[src/rtl/mst_slv_link.sv]
// mst_slv_link: master/slave loopback over a valid/ready bus.
// The master writes DEPTH words (base+idx) into the slave register file,
// reads them back one at a time and counts readback mismatches.
module mst_slv_link #(
    parameter int DW    = 64,
    parameter int DEPTH = 16,
    localparam int AW   = $clog2(DEPTH)
) (
    input  logic          clk,
    input  logic          rst,
    input  logic          start,
    input  logic [DW-1:0] base,
    input  logic          slv_stall,
    input  logic          inj_err,
    output logic          busy,
    output logic          done,
    output logic          pass,
    output logic [AW:0]   err_cnt,
    output logic          req_valid,
    output logic          req_ready,
    output logic          req_we,
    output logic [AW-1:0] req_addr,
    output logic [DW-1:0] req_wdata,
    output logic          rsp_valid,
    output logic [DW-1:0] rsp_rdata
);

    typedef enum logic [2:0] {
        S_IDLE,
        S_WRITE,
        S_READ_REQ,
        S_READ_WAIT,
        S_DONE
    } state_t;

    state_t        state;
    logic [AW-1:0] idx;
    logic [DW-1:0] base_q;
    logic [DW-1:0] mem [DEPTH];

    logic          xfer;
    logic          last_idx;
    logic [AW-1:0] idx_inc;
    logic          rd_mismatch;
    logic [AW:0]   err_nxt;

    assign req_ready   = ~slv_stall;
    assign xfer        = req_valid & req_ready;
    assign last_idx    = (idx == AW'(DEPTH - 1));
    assign idx_inc     = idx + AW'(1);
    assign rd_mismatch = (rsp_rdata != (base_q + DW'(idx)));
    // Saturating increment; the count never wraps back to a "passing" value.
    assign err_nxt     = (rd_mismatch && !(&err_cnt)) ? err_cnt + (AW+1)'(1) : err_cnt;

    // Slave register file: written on a write transfer, never reset.
    always_ff @(posedge clk) begin
        if (xfer && req_we) begin
            mem[req_addr] <= req_wdata;
        end
    end

    // Slave read port: one-cycle response to each read transfer.
    always_ff @(posedge clk) begin
        if (rst) begin
            rsp_valid <= 1'b0;
            rsp_rdata <= '0;
        end else begin
            rsp_valid <= xfer & ~req_we;
            if (xfer && !req_we) begin
                rsp_rdata <= mem[req_addr] ^ {{(DW-1){1'b0}}, inj_err};
            end
        end
    end

    // Master FSM; all outputs registered and updated on state transitions.
    always_ff @(posedge clk) begin
        if (rst) begin
            state     <= S_IDLE;
            idx       <= '0;
            base_q    <= '0;
            busy      <= 1'b0;
            done      <= 1'b0;
            pass      <= 1'b0;
            err_cnt   <= '0;
            req_valid <= 1'b0;
            req_we    <= 1'b0;
            req_addr  <= '0;
            req_wdata <= '0;
        end else begin
            case (state)
                S_IDLE: begin
                    done <= 1'b0;
                    if (start) begin
                        state     <= S_WRITE;
                        base_q    <= base;
                        idx       <= '0;
                        err_cnt   <= '0;
                        pass      <= 1'b0;
                        busy      <= 1'b1;
                        req_valid <= 1'b1;
                        req_we    <= 1'b1;
                        req_addr  <= '0;
                        req_wdata <= base;
                    end
                end
                S_WRITE: begin
                    if (xfer) begin
                        if (last_idx) begin
                            state    <= S_READ_REQ;
                            idx      <= '0;
                            req_we   <= 1'b0;
                            req_addr <= '0;
                        end else begin
                            idx       <= idx_inc;
                            req_addr  <= idx_inc;
                            req_wdata <= base_q + DW'(idx_inc);
                        end
                    end
                end
                S_READ_REQ: begin
                    if (xfer) begin
                        state     <= S_READ_WAIT;
                        req_valid <= 1'b0;
                    end
                end
                S_READ_WAIT: begin
                    if (rsp_valid) begin
                        err_cnt <= err_nxt;
                        if (last_idx) begin
                            state <= S_DONE;
                            busy  <= 1'b0;
                            done  <= 1'b1;
                            pass  <= (err_nxt == '0);
                        end else begin
                            state     <= S_READ_REQ;
                            idx       <= idx_inc;
                            req_addr  <= idx_inc;
                            req_valid <= 1'b1;
                        end
                    end
                end
                S_DONE: begin
                    done  <= 1'b0;
                    state <= S_IDLE;
                end
                default: state <= S_IDLE;
            endcase
        end
    end

endmodule

[config.mk]
export PLATFORM = sky130hd
export DESIGN_NAME = mst_slv_link
export DESIGN_NICKNAME = d
export VERILOG_FILES = /design/src/rtl/mst_slv_link.sv
export SDC_FILE = /design/constraint.sdc
export NUM_CORES = 2
export LEC_CHECK = 0
export CAP_MARGIN = 0
export CORE_MARGIN = 3
export CORE_UTILIZATION = 35
export DETAILED_ROUTE_END_ITERATION = 12
export HOLD_SLACK_MARGIN = 0.03
export MAX_ROUTING_LAYER = met4
export SYNTH_ARGS = -nofsm -noshare
export SYNTH_HDL_FRONTEND = slang
export SYNTH_SLANG_ARGS = --single-unit
export TNS_END_PERCENT = 10
[constraint.sdc]
create_clock -name clk -period 12.3 [get_ports clk]
set_input_delay 1.23 -clock clk [delete_from_list [all_inputs] [get_ports clk]]
set_output_delay 1.23 -clock clk [all_outputs]
set_load 0.03 [all_outputs]
# ---- Word-level counts from Yosys, hierarchy flattened
# Memories as Yosys holds them, arrays and structs flattened. A register that Yosys moved wholly into a read port is not among the register bits.
# Index checks and enable logic that the tools add are counted.
dict set report totals {
  latch_bits 0
  rom_bits 0
  ramBits 1024
  word_cells 101
  ff_bits 210
  out_inout_bits 144
  mem_count 1
}
dict set report op_classes {
  mul 0
  magnitude_cmp 0
  n_shift 0
  mux 42
  n_eq_ne 14
  addsub 4
  bitwise 5
  div_mod_pow 0
  n_reduce_logical 23
}
# name words word_bits read_ports rd_ports_with_merged_regs write_ports line
set mem_list {}
lappend mem_list {mem 16 64 1 1 1 39} ;# logic [DW-1:0] mem [DEPTH];
# cell n
set ops {}
lappend ops {{$mux 64} 3}
lappend ops {{$add 64x4->64} 2}
lappend ops {{$pmux 64 s2} 1}
lappend ops {{$ne 64x64->1} 1}
lappend ops {{$xor 64x1->64} 1}
lappend ops {{$mux 4} 7}
lappend ops {{$reduce_and 5->1} 4}
lappend ops {{$mux 3} 6}
lappend ops {{$ne 2x2->1 const B} 8}
lappend ops {{$mux 5} 3}
lappend ops {{$mux 1} 14}
lappend ops {{$pmux 3 s4} 1}
lappend ops {{$pmux 4 s3} 1}
lappend ops {{$reduce_and 4->1} 3}
lappend ops {{$pmux 5 s2} 1}
lappend ops {{$pmux 1 s2} 4}
lappend ops {{$eq 3x2->1 const B} 2}
lappend ops {{$reduce_and 3->1} 2}
lappend ops {{$reduce_bool 2->1} 3}
lappend ops {{$reduce_bool 3->1} 2}
lappend ops {{$add 5x1->5 const B} 1}
lappend ops {{$logic_not 5->1} 1}
lappend ops {{$add 4x1->4 const B} 1}
lappend ops {{$eq 4x4->1 const B} 1}
lappend ops {{other kinds (10)} 15}

# ---- Depth between registers and ports, before layout
dict set report logic_depth {
  ltp_word 8
  ltp_mapped 14
  depth_no_buf 13
}

# ---- Worst setup path before layout
# OpenSTA, ideal clock, no wires.
dict set report synth_path {
  path_type {input port to flip-flop}
  from {input port slv_stall}
  to {memory mem[1][0], enable pin}
  setup_time_ns 0.565
  arrival_ns 6.055
  slack_ns 5.681
  path_stages 4
  t_required_ns 11.735
  path_cell_list {nor2b_1 -> and2_1 -> nand2_1 -> nor3_1}
}
dict set report synth_between {
  elab_chain_len 5
}
# element line
set synth_lines {}
lappend synth_lines {{start: declaration} 13} ;# input logic slv_stall,
lappend synth_lines {{$not 1->1} 47} ;# assign req_ready = ~slv_stall;
lappend synth_lines {{$and 1x1->1} 48} ;# assign xfer = req_valid & req_ready;
lappend synth_lines {{$logic_and 1x1->1} 57} ;# if (xfer && req_we) begin
lappend synth_lines {{$mux 1} 57}
lappend synth_lines {{$mux 1 (implied by the code)} 58} ;# mem[req_addr] <= req_wdata;
lappend synth_lines {{end: declaration} 39}
# No other way between the ends.

# ---- Final worst setup path
dict set report layout_path {
  from {register idx[1]}
  to {register req_wdata[44]}
}
dict set report layout_between {
  elab_chain_len 5
  word_cells_on_any_way 8
}
# element line
set layout_lines {}
lappend layout_lines {{start: declaration} 37} ;# logic [AW-1:0] idx;
lappend layout_lines {{start signal: assignment} 114} ;# idx <= idx_inc;
lappend layout_lines {{start signal: assignment} 136} ;# idx <= idx_inc;
lappend layout_lines {{$add 4x1->4} 50} ;# assign idx_inc = idx + AW'(1);
lappend layout_lines {{$add 64x4->64} 116} ;# req_wdata <= base_q + DW'(idx_inc);
lappend layout_lines {{$mux 64} 108} ;# if (last_idx) begin
lappend layout_lines {{$mux 64} 107} ;# if (xfer) begin
lappend layout_lines {{$pmux 64 s2} 90} ;# case (state)
lappend layout_lines {{end signal: assignment} 103} ;# req_wdata <= base;
lappend layout_lines {{end signal: assignment} 116}
lappend layout_lines {{end: declaration} 23} ;# output logic [DW-1:0] req_wdata,
# Several ways; a longest one is shown, not always the timed one. The select of a mux whose other input is x is not followed.
# A chain may end at the register's enable or synchronous reset.

==> results.yml <==
timing:
  setup_violations: 0
  post-route-min-period_ns: 4.50
  hold_violations: 0
  max-slew-margin-rel_pct: 14.6
  tightest_slew_ns: 1.28
  fin_crit_sh_pct: 36.6
  max_clock_freq_mhz: 222
  setup_ws_ns: 7.80
  final.setup_skew_ns: 0.0308
  slew_violations: 0
  rsz0062_at_grt: "no"
  setup_total_negative_slack_ns: 0
flow_run:
  cap_viol_max_count: 0
synth:
  synth_cell_types: 70
  async_reset_ff_share_pct: 0
  yosysSeqAreaShare_pct: 69.5
  netlist.area_leader.share_pct: 61.0
  yosys_warnings: 0
  synth_area_leaders: "edfxtp_1, mux4_2, dfxtp_1"
  syn_area_per_cell_um2: 16.4
  ys_ff_latch: 1238
  synth_edf_count: 1024
  yosys.area.top_type: "edfxtp_1"
  synth_cells: 3084
  synth_area_um2: 50400
  synth_ff_type: "edfxtp_1"
  syn_nets: 3169
clocking:
  clk_latency_ns: 0.77
  hold_buffers: 0
  cts_buffers: 134
  cts_resized: 0
  cts.sinks: 1238
  cts_tree: "built"
  htreeDepth: 4
  clkTransAtPathRegs_ns: 0.07
  cts_setup_buffers: 0
  cts_buffer_depth: 3
  clockRootBuffer: "clkbuf_16"
power_and_ir_drop:
  power.leakage_uw: 0.0181
  internal_power_uw: 7150
  power_density_nw_per_um2: 157
  ir_drop_mv: 0.142
  pwr-share-clk_pct: 42.7
  p_sw_uw: 2160
  combPwrFrac_pct: 6.2
  p_sw_share_pct: 23.2
  seqPwrFrac_pct: 51.1
finish:
  final_common_cell: "edfxtp_1"
  final_cell_mix: "edfxtp_1, mux4_2, nand2_1, clkdlybuf4s50_1"
  area_delta_synth_final_pct: 17.3
  fin_nets: 3375
  fillCellCount: 12800
  drive_gt1_share_pct: 18.0
  utilization_pct: 41.6
route:
  drc: 0
  first_pass_iters: 6
  first_iter_violations: 2964
  antenna_left: 0
  vias_per_cell: 5.49
  wire_per_inst_um: 28.8
  vias: 29100
  wl_mm: 152
floorplan:
  die_area_um2: 149000
  core_um2: 142000
  pin_count: 213
  rows: 138
  initial_core_util_pct: 35.5
  die_y_um: 386
  die_w_um: 386
setup_path:
  crit_top_cell: "a21oi_1"
  critPathMaxStageDelay_ns: 0.87
  cp_top_family: "compound AO/OA/AOI/OAI gates"
  crit_slowest_cell: "a21oi_1"
  cp.required_ns: 12.91
  rrSetupSlack_ns: 7.80
  cp-end-kind: "register"
  path_depth: 13
  crit_buf_inv: 1
  path_cells: "inv_1 > ha_1 > fa_1 > a21o_1 > a21oi_1 > or4_1 > nor3_1 > nand2b_1 > nor4_1 > xnor2_1 > a211oi_1 > a21oi_1 > nor2_1"
  cp_max_fo: 8
  reg2reg_depth: 13
  cp-start-kind: "register"
  path_class: "reg2reg"
  cp.arrival_ns: 5.11
worst_hold_path:
  hold_depth: 2
  hp-class: "reg2reg"
global_routing:
  grt_pass1_wl_mm: 216
  antenna_found_initial: 3
  grt_pass1_vias: 28700
  overflow: 0
  grt_use_total_pct: 21.1
  grt_max_degree: 129
place:
  pre_cts_ws_ns: 7.53
  routabilityCongestion: 0.962
  dp_hpwl_mm: 96.2
  io_buffers: 212
run_status:
  status: "completed"
-- sequential cells by signal, summed over array words and instances (netlist names), named ones only --
signal	count
done	1
rsp_rdata	64
idx	4
req_we	1
base_q	64
busy	1
state	3
rsp_valid	1
err_cnt	5
req_wdata	64
req_valid	1
pass	1
mem	1024
-- metrics by stage --
stage	cells	power, µW	hold WS, ns	cell area, µm²
6_report	5295	9300	0.495	59100
5_1_grt	5295	9610	0.524	59100
4_1_cts	5293	9390	0.494	59100
3_5_place_dp	5044	5420	0.484	54800
3_3_place_gp	5044	5420	0.483	54800
2_1_floorplan	3084	5140	0.457	50400
-- Yosys cell counts, types with 3 or more instances --
cell type  number
edfxtp_1     1024
mux4_2        320
nand2_1       318
dfxtp_1       214
a21oi_1       210
nor2_1        203
clkbuf_1      132
xnor2_1       110
a211oi_1       58
xor2_1         51
nand4_1        50
buf_1          49
nor3_1         45
nand3_1        40
nor4_1         29
buf_2          22
and4_1         17
o21ai_0        16
and3_1         14
ha_1           14
and2_1         13
inv_1          13
or3_1          13
nand2b_1        9
a31oi_1         7
a311oi_1        6
o211ai_1        6
a21o_1          5
nor2b_1         5
mux2i_1         4
nand3b_1        4
o31ai_1         4
buf_4           3
o21ai_1         3
o22ai_1         3
or2_2           3
or4_1           3
-- worst reg2reg max path: stages, from the launching register on --
cell and delay (ns):
dfxtp_1 0.54, inv_1 0.14, ha_1 0.35, fa_1 0.44
a21o_1 0.17, a21oi_1 0.87, or4_1 0.46, nor3_1 0.17
nand2b_1 0.47, nor4_1 0.13, xnor2_1 0.27, a211oi_1 0.12
a21oi_1 0.16, nor2_1 0.05
-- logic make-up after synthesis --
family / count (synthesis) / share of synthesized area, %
and+or+nand+nor: 781 / 7.12
muxes: 324 / 14.4
buffers and inverters: 220 / 1.73
DFF: 1238 / 69.5
xor gates and xnor gates: 161 / 2.80
adders and majority gates: 16 / 0.427
AOI/OAI and AO/OA: 344 / 4.11
-- layer usage --
metal | part of all wire [%] | up-vias | track usage [%]
met5 | 0 | - | -
met4 | 3.0 | 0 | 6.42
met3 | 9.0 | 207 | 6.25
met2 | 45 | 1162 | 30.8
met1 | 43 | 15200 | 28.6
li1 | - | 12500 | -
-- path summary, 6_finish.rpt --
kind | start | endpoint
worst max-delay path | idx[1]$_SDFFE_PP0P_ | req_wdata[44]$_SDFFE_PP0P_
worst min-delay path | base_q[0]$_SDFFE_PP0P_ | base_q[0]$_SDFFE_PP0P_
worst max register to register | idx[1]$_SDFFE_PP0P_ | req_wdata[44]$_SDFFE_PP0P_
worst min register to register | base_q[0]$_SDFFE_PP0P_ | base_q[0]$_SDFFE_PP0P_
-- final cells by class --
class                           instances  area, µm²  area share (%)
Multi-Input combinational cell       1626      14700            24.8
Antenna cell                            2       5.00         0.00846
Clock buffer                          185       3660            6.18
Inverter                               13       48.8          0.0825
Sequential cell                      1238      35000            59.3
Timing Repair Buffer                  277       2630            4.44
Clock inverter                         64        711            1.20
Tap cell                             1890       2360            4.00
-- power by group through the flow --
stage               clock (µW)  sequential [µW]  combinational, µW
detailed placement           0             4850                576
CTS                       4060             4760                579
global placement             0             4840                573
floorplan                    0             4820                313
global route              4230             4770                616
finish                    3970             4760                574
(Power assumes the default switching activity.)
